File: src/rtl/dispenser_proto_pkg.sv
// rtl/dispenser_proto_pkg.sv - shared constants and helpers for the token-dispenser command protocol
package dispenser_proto_pkg;

    // Verb bytes sent by the initiator
    localparam logic [7:0] V_PING = 8'h02;
    localparam logic [7:0] V_GO   = 8'h06;

    // Response bytes sent by the dispenser controller
    localparam logic [7:0] R_ANNOUNCE = 8'h01;
    localparam logic [7:0] R_PONG     = 8'h05;
    localparam logic [7:0] R_ACCEPT   = 8'h04;
    localparam logic [7:0] R_CONFIRM  = 8'h00;

    // Transaction status codes
    localparam logic [2:0] ST_OK        = 3'd0;
    localparam logic [2:0] ST_TIMEOUT   = 3'd1;
    localparam logic [2:0] ST_BAD_RESP  = 3'd2;
    localparam logic [2:0] ST_DEV_RESET = 3'd3;
    localparam logic [2:0] ST_REJECTED  = 3'd4;

    localparam int FRAME_LEN    = 4;
    localparam int MAX_RESP_LEN = 3;

    localparam logic [1:0] FRAME_LAST = 2'(FRAME_LEN - 1);

    // Which response sequence a verb selects
    typedef enum logic [1:0] {
        K_PING  = 2'd0,
        K_GO    = 2'd1,
        K_OTHER = 2'd2
    } resp_kind_t;

    function automatic resp_kind_t kind_of(input logic [7:0] verb);
        resp_kind_t k;
        case (verb)
            V_PING:  k = K_PING;
            V_GO:    k = K_GO;
            default: k = K_OTHER;
        endcase
        return k;
    endfunction

    // Expected-sequence ROM: GO is accept, verb echo, confirm; unknown verbs
    // make the controller reset and re-announce.
    function automatic logic [7:0] exp_byte(input resp_kind_t k, input logic [1:0] ridx);
        logic [7:0] b;
        b = R_ANNOUNCE;
        case (k)
            K_PING: b = R_PONG;
            K_GO: begin
                case (ridx)
                    2'd0:    b = R_ACCEPT;
                    2'd1:    b = V_GO;
                    default: b = R_CONFIRM;
                endcase
            end
            default: b = R_ANNOUNCE;
        endcase
        return b;
    endfunction

    function automatic logic [1:0] last_ridx(input resp_kind_t k);
        return (k == K_GO) ? 2'(MAX_RESP_LEN - 1) : 2'd0;
    endfunction

endpackage

File: src/rtl/resp_timer.sv
// rtl/resp_timer.sv - loadable down-counter flagging a response timeout
module resp_timer #(
    parameter logic [31:0] TIMEOUT_CYCLES = 32'd100_000_000
) (
    input  logic clk50m,
    input  logic reset,
    input  logic load,
    input  logic en,
    output logic expired
);

    logic [31:0] count;

    // Reload to TIMEOUT_CYCLES-1 so that count==0 marks the last allowed cycle
    always_ff @(posedge clk50m or negedge reset) begin
        if (!reset) begin
            count <= 32'd0;
        end else if (load) begin
            count <= TIMEOUT_CYCLES - 32'd1;
        end else if (en && (count != 32'd0)) begin
            count <= count - 32'd1;
        end
    end

    assign expired = (count == 32'd0);

endmodule

File: src/rtl/cmd_initiator.sv
// rtl/cmd_initiator.sv - sends a 4-byte command frame and checks the controller's reply sequence
module cmd_initiator
    import dispenser_proto_pkg::*;
#(
    parameter logic [31:0] TIMEOUT_CYCLES = 32'd100_000_000
) (
    input  logic       clk50m,
    input  logic       reset,
    input  logic       cmd_valid,
    output logic       cmd_ready,
    input  logic [7:0] cmd_verb,
    input  logic [7:0] cmd_arg1,
    input  logic [7:0] cmd_arg2,
    input  logic [7:0] cmd_arg3,
    output logic [7:0] tx_data,
    output logic       tx_start,
    input  logic       tx_busy,
    input  logic [7:0] rx_data,
    input  logic       rx_valid,
    output logic       done,
    output logic [2:0] status,
    output logic       dev_announce
);

    typedef enum logic [2:0] {
        S_IDLE     = 3'd0,
        S_TX_ISSUE = 3'd1,
        S_TX_GUARD = 3'd2,
        S_TX_WAIT  = 3'd3,
        S_RX_WAIT  = 3'd4,
        S_DONE     = 3'd5
    } state_t;

    state_t     state;
    resp_kind_t kind_q;
    logic [7:0] verb_q, arg1_q, arg2_q, arg3_q;
    logic [1:0] idx, ridx;
    logic [2:0] result;

    logic [7:0] frame_byte;
    logic       rx_match, rx_last;
    logic       timer_load, timer_en, timer_expired;

    // Frame mux and response comparison against the latched expected sequence
    always_comb begin
        frame_byte = verb_q;
        case (idx)
            2'd0:    frame_byte = verb_q;
            2'd1:    frame_byte = arg1_q;
            2'd2:    frame_byte = arg2_q;
            default: frame_byte = arg3_q;
        endcase
        rx_match   = (rx_data == exp_byte(kind_q, ridx));
        rx_last    = (ridx == last_ridx(kind_q));
        timer_load = ((state == S_TX_WAIT) && !tx_busy && (idx == FRAME_LAST)) ||
                     ((state == S_RX_WAIT) && rx_valid && rx_match && !rx_last);
        timer_en   = (state == S_RX_WAIT) && !rx_valid;
    end

    resp_timer #(
        .TIMEOUT_CYCLES(TIMEOUT_CYCLES)
    ) u_resp_timer (
        .clk50m  (clk50m),
        .reset   (reset),
        .load    (timer_load),
        .en      (timer_en),
        .expired (timer_expired)
    );

    // Transaction sequencer with registered handshake and status outputs
    always_ff @(posedge clk50m or negedge reset) begin
        if (!reset) begin
            state        <= S_IDLE;
            kind_q       <= K_PING;
            verb_q       <= 8'h00;
            arg1_q       <= 8'h00;
            arg2_q       <= 8'h00;
            arg3_q       <= 8'h00;
            idx          <= 2'd0;
            ridx         <= 2'd0;
            result       <= ST_OK;
            cmd_ready    <= 1'b0;
            tx_data      <= 8'h00;
            tx_start     <= 1'b0;
            done         <= 1'b0;
            status       <= ST_OK;
            dev_announce <= 1'b0;
        end else begin
            tx_start     <= 1'b0;
            done         <= 1'b0;
            dev_announce <= 1'b0;
            case (state)
                S_IDLE: begin
                    cmd_ready <= 1'b1;
                    if (rx_valid && (rx_data == R_ANNOUNCE)) begin
                        dev_announce <= 1'b1;
                    end
                    if (cmd_valid && cmd_ready) begin
                        verb_q    <= cmd_verb;
                        arg1_q    <= cmd_arg1;
                        arg2_q    <= cmd_arg2;
                        arg3_q    <= cmd_arg3;
                        kind_q    <= kind_of(cmd_verb);
                        idx       <= 2'd0;
                        cmd_ready <= 1'b0;
                        state     <= S_TX_ISSUE;
                    end
                end
                S_TX_ISSUE: begin
                    tx_data  <= frame_byte;
                    tx_start <= 1'b1;
                    state    <= S_TX_GUARD;
                end
                // The transmitter may not have raised busy yet, so skip one cycle
                S_TX_GUARD: begin
                    state <= S_TX_WAIT;
                end
                S_TX_WAIT: begin
                    if (!tx_busy) begin
                        if (idx == FRAME_LAST) begin
                            ridx  <= 2'd0;
                            state <= S_RX_WAIT;
                        end else begin
                            idx   <= idx + 2'd1;
                            state <= S_TX_ISSUE;
                        end
                    end
                end
                // A byte on the expiry cycle is evaluated before the timeout
                S_RX_WAIT: begin
                    if (rx_valid) begin
                        if (rx_match) begin
                            if (rx_last) begin
                                result <= (kind_q == K_OTHER) ? ST_REJECTED : ST_OK;
                                state  <= S_DONE;
                            end else begin
                                ridx <= ridx + 2'd1;
                            end
                        end else if (rx_data == R_ANNOUNCE) begin
                            result <= ST_DEV_RESET;
                            state  <= S_DONE;
                        end else begin
                            result <= ST_BAD_RESP;
                            state  <= S_DONE;
                        end
                    end else if (timer_expired) begin
                        result <= ST_TIMEOUT;
                        state  <= S_DONE;
                    end
                end
                S_DONE: begin
                    done      <= 1'b1;
                    status    <= result;
                    cmd_ready <= 1'b1;
                    state     <= S_IDLE;
                end
                default: begin
                    state <= S_IDLE;
                end
            endcase
        end
    end

endmodule

File: config.mk
export PLATFORM = sky130hd
export DESIGN_NAME = cmd_initiator
export DESIGN_NICKNAME = d
export VERILOG_FILES = /design/src/rtl/dispenser_proto_pkg.sv /design/src/rtl/resp_timer.sv /design/src/rtl/cmd_initiator.sv
export SDC_FILE = /design/constraint.sdc
export NUM_CORES = 1
export LEC_CHECK = 0
export ABC_AREA = 1
export BUFFER_PORTS_ARGS = -buffer_cell sky130_fd_sc_hd__buf_2
export CORE_MARGIN = 3
export CORE_UTILIZATION = 53
export CTS_CLUSTER_DIAMETER = 150
export DETAILED_ROUTE_END_ITERATION = 10
export PLACE_DENSITY = 0.81
export SKIP_CTS_REPAIR_TIMING = 1
export SLEW_MARGIN = 15
export SYNTH_ARGS = -nofsm -noshare
export SYNTH_HDL_FRONTEND = slang
export SYNTH_SLANG_ARGS = --single-unit
File: constraint.sdc
create_clock -name clk50m -period 2.4 [get_ports clk50m]
set_clock_uncertainty 0.15 [all_clocks]
set_input_delay 0.24 -clock clk50m [delete_from_list [all_inputs] [get_ports clk50m]]
set_output_delay 0.24 -clock clk50m [all_outputs]
set_load 0.02 [all_outputs]
* Yosys cells after proc, flatten, opt, wreduce, memory -nomap -nowiden
Index checks and enable logic that the tools add are counted.
Cells by class: add/sub/neg operators 3, equal/unequal tests 26, mux-type cells 37, reduce and logical (&&, ||, !) cells 29
Operator list (number):
- $mux W32 | 2
- $mux W3 | 12
- $logic_not A32 Y1 | 1
- $reduce_bool A32 Y1 | 1
- $sub A32 B1 Y32 const B | 1
- $pmux W8 S3 | 1
- $mux W2 | 9
- $pmux W3 S5 | 1
- $ne A2 B2 Y1 const B | 6
- $pmux W2 S2 | 3
- $pmux W3 S2 | 2
- $reduce_bool A2 Y1 | 5
- $logic_and A1 B1 Y1 | 9
- $eq A8 B1 Y1 const B | 1
- $eq A8 B2 Y1 const B | 1
- $eq A8 B3 Y1 const B | 1
- $eq A8 B8 Y1 | 1
- $reduce_and A4 Y1 | 2
- $eq A2 B1 Y1 const B | 3
- $eq A2 B2 Y1 const B | 3
- $eq A3 B2 Y1 const B | 2
- $eq A3 B3 Y1 const B | 2
- $logic_not A2 Y1 | 3
- $mux W1 | 6
- 14 further kinds | 17
Word-level totals: bits in registers 91, logic and storage cells 111

* Longest topological paths before layout
depth in word-level cells 8, mapped depth 14, depth with buffers taken out 13

* Modules after synthesis
A second synthesis with hierarchy kept.
Unflattened totals: cell total of the unflattened synthesis 707, area total of the unflattened synthesis 5154.9 um^2
By module, submodules not included:
- cmd_initiator | instances 1, cells each 367, area each 2891.5 um^2, sequential area each 1476.4 um^2
- resp_timer | instances 1, cells each 340, area each 2263.4 um^2, sequential area each 800.8 um^2

* Least setup slack after synthesis
No wires, ideal clock.
path type reg2reg, from register ridx[0], to register ridx[1], setup time 117 ps, arrival 1554 ps, slack 580 ps, stages on the path, launching flop included 12, buffers on the path 1, period minus slack after synthesis 1820 ps, cells stage by stage dfrtp_1 -> ha_1 -> nand3b_1 -> nand3_1 -> nand2_1 -> nor2_2 -> nand2_2 -> nand2_4 -> nand2_4 -> buf_6 -> nand2_1 -> nand2_1
On the way: word-level cells in the longest chain between the ends 6, elaborated cells between the ends (all ways) 14, those cells by class 1 x add/sub; 5 x eq/ne; 6 x mux; 2 x reduce/logical
RTL lines:
- start: declaration | RTL line cmd_initiator.sv:37 | logic [1:0] idx, ridx;
- start signal: assignment | RTL line cmd_initiator.sv:137 | ridx <= ridx + 2'd1;
- $eq A2 B1 Y1 or $logic_not A2 Y1 (tied branches) | RTL line dispenser_proto_pkg.sv:51 | case (ridx)
- $pmux W3 S2 | RTL line dispenser_proto_pkg.sv:51
- $pmux W3 S2 | RTL line dispenser_proto_pkg.sv:48 | case (k)
- $eq A8 B8 Y1 | RTL line cmd_initiator.sv:53 | rx_match = (rx_data == exp_byte(kind_q, ridx));
- $ne A2 B2 Y1 (no source line)
- $reduce_and A6 Y1 (no source line)
Several ways; a longest one is shown, not always the timed one. The select of a mux whose other input is x is not followed. A chain may end at the register's enable or synchronous reset.

* Worst setup path after layout
from register ridx[1], to register u_resp_timer.count[27]
On the way: word-level cells in the longest chain between the ends 8, elaborated cells between the ends (all ways) 12, those cells by class 3 x eq/ne; 3 x mux; 6 x reduce/logical
RTL lines:
- $eq A2 B1 Y1 or $logic_not A2 Y1 (tied branches) | RTL line dispenser_proto_pkg.sv:51
- $pmux W3 S2 | RTL line dispenser_proto_pkg.sv:51
- $pmux W3 S2 | RTL line dispenser_proto_pkg.sv:48
- $eq A8 B8 Y1 | RTL line cmd_initiator.sv:53
- $logic_and A1 B1 Y1 | RTL line cmd_initiator.sv:56 | ((state == S_RX_WAIT) && rx_valid && rx_match && !rx_last);
- $logic_and A1 B1 Y1 (*) | RTL line cmd_initiator.sv:56
- $logic_or A1 B1 Y1 (*) | RTL line cmd_initiator.sv:55 | timer_load = ((state == S_TX_WAIT) && !tx_busy && (idx == FRAME_LAST)) ||
- $mux W32 or $reduce_bool A2 Y1 (tied branches)
- end signal: assignment | RTL line resp_timer.sv:19 | count <= TIMEOUT_CYCLES - 32'd1;
- end signal: assignment | RTL line resp_timer.sv:21 | count <= count - 32'd1;
- end: declaration | RTL line resp_timer.sv:12 | logic [31:0] count;
Mark *: on every way between the ends. The rest lies on a longest branch, timed or not.

==> impl_metrics.csv <==
group,metric,value,unit
run_status,status,"finished, violations left",
run_status,violations,"hold timing",
min_path,whs_path_depth,3,
setup_path,r2r-end,"u_resp_timer.count[27]",
drt,drc,0,
cts,clkTransAtPathRegs,100,ps
drt,wirelength,11.6,mm
setup_path,worst-setup-path-type,"register to register",
power_and_ir_drop,p_leak,3.00,nW
yosys,synthFlopType,"dfrtp_1",
cts,cts_max_level,3,
setup_path,timing.rr.start,"ridx[1]",
drt,ant_nets,0,
setup_path,cp.required,2510,ps
timing,setup_tns,0,ps
cells_and_area,drive_above_1_share,0.135,
floorplan,row_count,34,
min_path,worstHoldStart,"tx_busy",
cts,worstSkewPairLatency,370,ps
yosys,synthCells,677,
cells_and_area,areaGrowthSynthToFinish,17.7,%
setup_path,crit_path_end_kind,"register",
cts,cts_tree,"yes",
floorplan,die_area,0.0105,mm²
drt,first_iter_violations,273,
timing,maxSlewHeadroom,0.596,
floorplan,core,0.00889,mm²
floorplan,start_util,0.556,
power_and_ir_drop,pwr_density_cell,780,mW/mm²
floorplan,pin_count,60,
global_route,grt_usage,0.220,
cts,clock-sinks,91,
run,drv_cap,0,
cts,clockRootBuffer,"clkbuf_8",
setup_path,ff2ff_setup_slack,260,ps
min_path,hold_class,"input pin to register",
setup_path,crit_path_start_kind,"register",
drt,vias_per_cell,5.28,
global_route,overflow,0,
setup_path,crit_path_start,"ridx[1]",
global_route,antenna_found_initial,0,
yosys,synth_enable_flop_cells,0,
timing,period_needed,2140,ps
yosys,synthArstFlopShare,1.00,
place,gp_congestion,0.881,
yosys,synth_area,0.00495,mm²
global_route,grt_pass1_wl,18.5,mm
place,port_buffers,59,
floorplan,dieHeight,103,µm
place,placed_cell_area,0.00532,mm²
yosys,syn_nets,730,
cells_and_area,postLayoutCellArea,0.00582,mm²
global_route,grt_max_degree,48,
yosys,ys_seq_area_frac,0.460,
place,dp_hpwl,7.97,mm
yosys,synth_cell_types,36,
yosys,syn_area_per_cell,7.31,µm²
setup_path,worst-path-max-fanout,22,
cells_and_area,fin_nets,816,
yosys,ys_warn_count,0,
timing,hold_violations,1,
timing,max_freq,467,MHz
yosys,ys_seq_elements,91,
min_path,holdPathEnd,"state[1]",
setup_path,ff2ff_path_depth,12,
setup_path,arrival,2250,ps
timing,setup_viol,0,
power_and_ir_drop,peakVddDrop,660,µV
global_route,grt_pass1_vias,4201,
timing,holdWs,-5.27,ps
floorplan,die_w,103,µm
cells_and_area,antennaDiodeCount,0,
cts,clk_path_buf_depth,2,
cts,cts_made_buffers,9,
timing,tightest_slew,606,ps
drt,via_count,4628,
drt,drt-pass1-iter-count,5,
timing,finalMaxSlewViolations,0,
drt,avgRoutedWirePerCell,13.3,µm
timing,fin_crit_sh,0.892,
timing,rsz0062_at_grt,"no",
flip-flops by register name, summed over array words and instances, names as in the netlist, 2 cells and up:
register            flops
u_resp_timer.count     32
result                  3
arg2_q                  8
arg3_q                  8
tx_data                 8
verb_q                  8
status                  3
arg1_q                  8
kind_q                  2
ridx                    2
idx                     2
state                   3
kinds of logic (layout without fill, tap and decap cells):
family                     Yosys count  after routing  synth area share
xor gates and xnor gates             3              3           0.00531
and+or+nand+nor                    453            453             0.396
AOI/OAI and AO/OA                   39             39            0.0458
buffers and inverters               83            174            0.0721
adders and majority gates            8              8            0.0202
DFF                                 91             91             0.460
cells in the mapped netlist, types with 7 or more instances:
master / instances / area (µm²)
dfrtp_1: 91 / 2280
nand3_1: 52 / 260
nor2_1: 75 / 282
nand2_1: 278 / 1040
a21oi_1: 12 / 60.1
a31oi_1: 8 / 50.1
ha_1: 8 / 100
inv_2: 7 / 26.3
nand3b_1: 14 / 105
o21ai_0: 15 / 75.1
inv_1: 55 / 206
nand4_1: 10 / 62.6
buf_2: 11 / 55.1
nor3_1: 7 / 35.0
per-layer routing:
metal	track usage	wire, µm	up-vias
li1	-	-	2301
met1	0.289	4960	2158
met2	0.369	5810	145
met3	0.0325	621	24
met4	0.0838	248	0
met5	0	0	-
critical path: stages, from the launching register on:
cell and delay [ps]:
dfrtp_1 410, inv_1 110, ha_1 220, nand3b_1 140
nand2_1 50, nand2_1 50, nand2_1 70, nor2_2 190
nand2_2 100, nand2_4 90, nand2_4 170, inv_4 200
nor2_1 70
cell usage in the layout, fill, tap and decap left out, types with 8 or more instances in the layout:
cell type / count
nand2_1: 278
dfrtp_1: 91
nor2_1: 75
buf_2: 58
inv_1: 55
nand3_1: 52
dlygate4sd3_1: 31
o21ai_0: 15
nand3b_1: 14
a21oi_1: 12
nand4_1: 10
clkbuf_8: 9
a31oi_1: 8
ha_1: 8
how the worst max path moves through the flow:
| stage | end | slack, ps | cells after the start |
|---|---|---|---|
| finish | u_resp_timer.count[27] | 260 | 12 |
| global route | u_resp_timer.count[12] | 40 | 10 |
| CTS | u_resp_timer.count[31] | 260 | 10 |
| detailed placement | u_resp_timer.count[27] | 280 | 10 |
| global placement | u_resp_timer.count[30] | 350 | 10 |
| floorplan | ridx[1] | 580 | 11 |
through the flow:
| step | total power, W | cells | setup slack, ps | utilization | hold WS (ps) |
|---|---|---|---|---|---|
| 5_1_grt | 0.00484 | 876 | 40.7 | 0.655 | 32.0 |
| 3_3_place_gp | 0.00342 | 829 | 347 | 0.599 | 129 |
| 3_5_place_dp | 0.00348 | 829 | 279 | 0.599 | 144 |
| 2_1_floorplan | 0.00307 | 677 | 580 | - | -206 |
| 6_report | 0.00454 | 876 | 260 | 0.655 | -5.27 |
| 4_1_cts | 0.00451 | 845 | 262 | 0.620 | -267 |
where the power goes:
part | switching (W) | internal [W]
logic | 0.000880 | 0.000478
clock network | 0.000626 | 0.000403
registers | 0.000243 | 0.00191
total | 0.00175 | 0.00279
layout make-up:
cell class,count,area (µm²)
Inverter,64,243
Clock buffer,9,124
Multi-Input combinational cell,503,2310
Fill cell,727,3070
Tap cell,108,135
Sequential cell,91,2280
Clock inverter,7,66.3
Timing Repair Buffer,94,663
No activity file was read; power rests on OpenSTA's default activity.
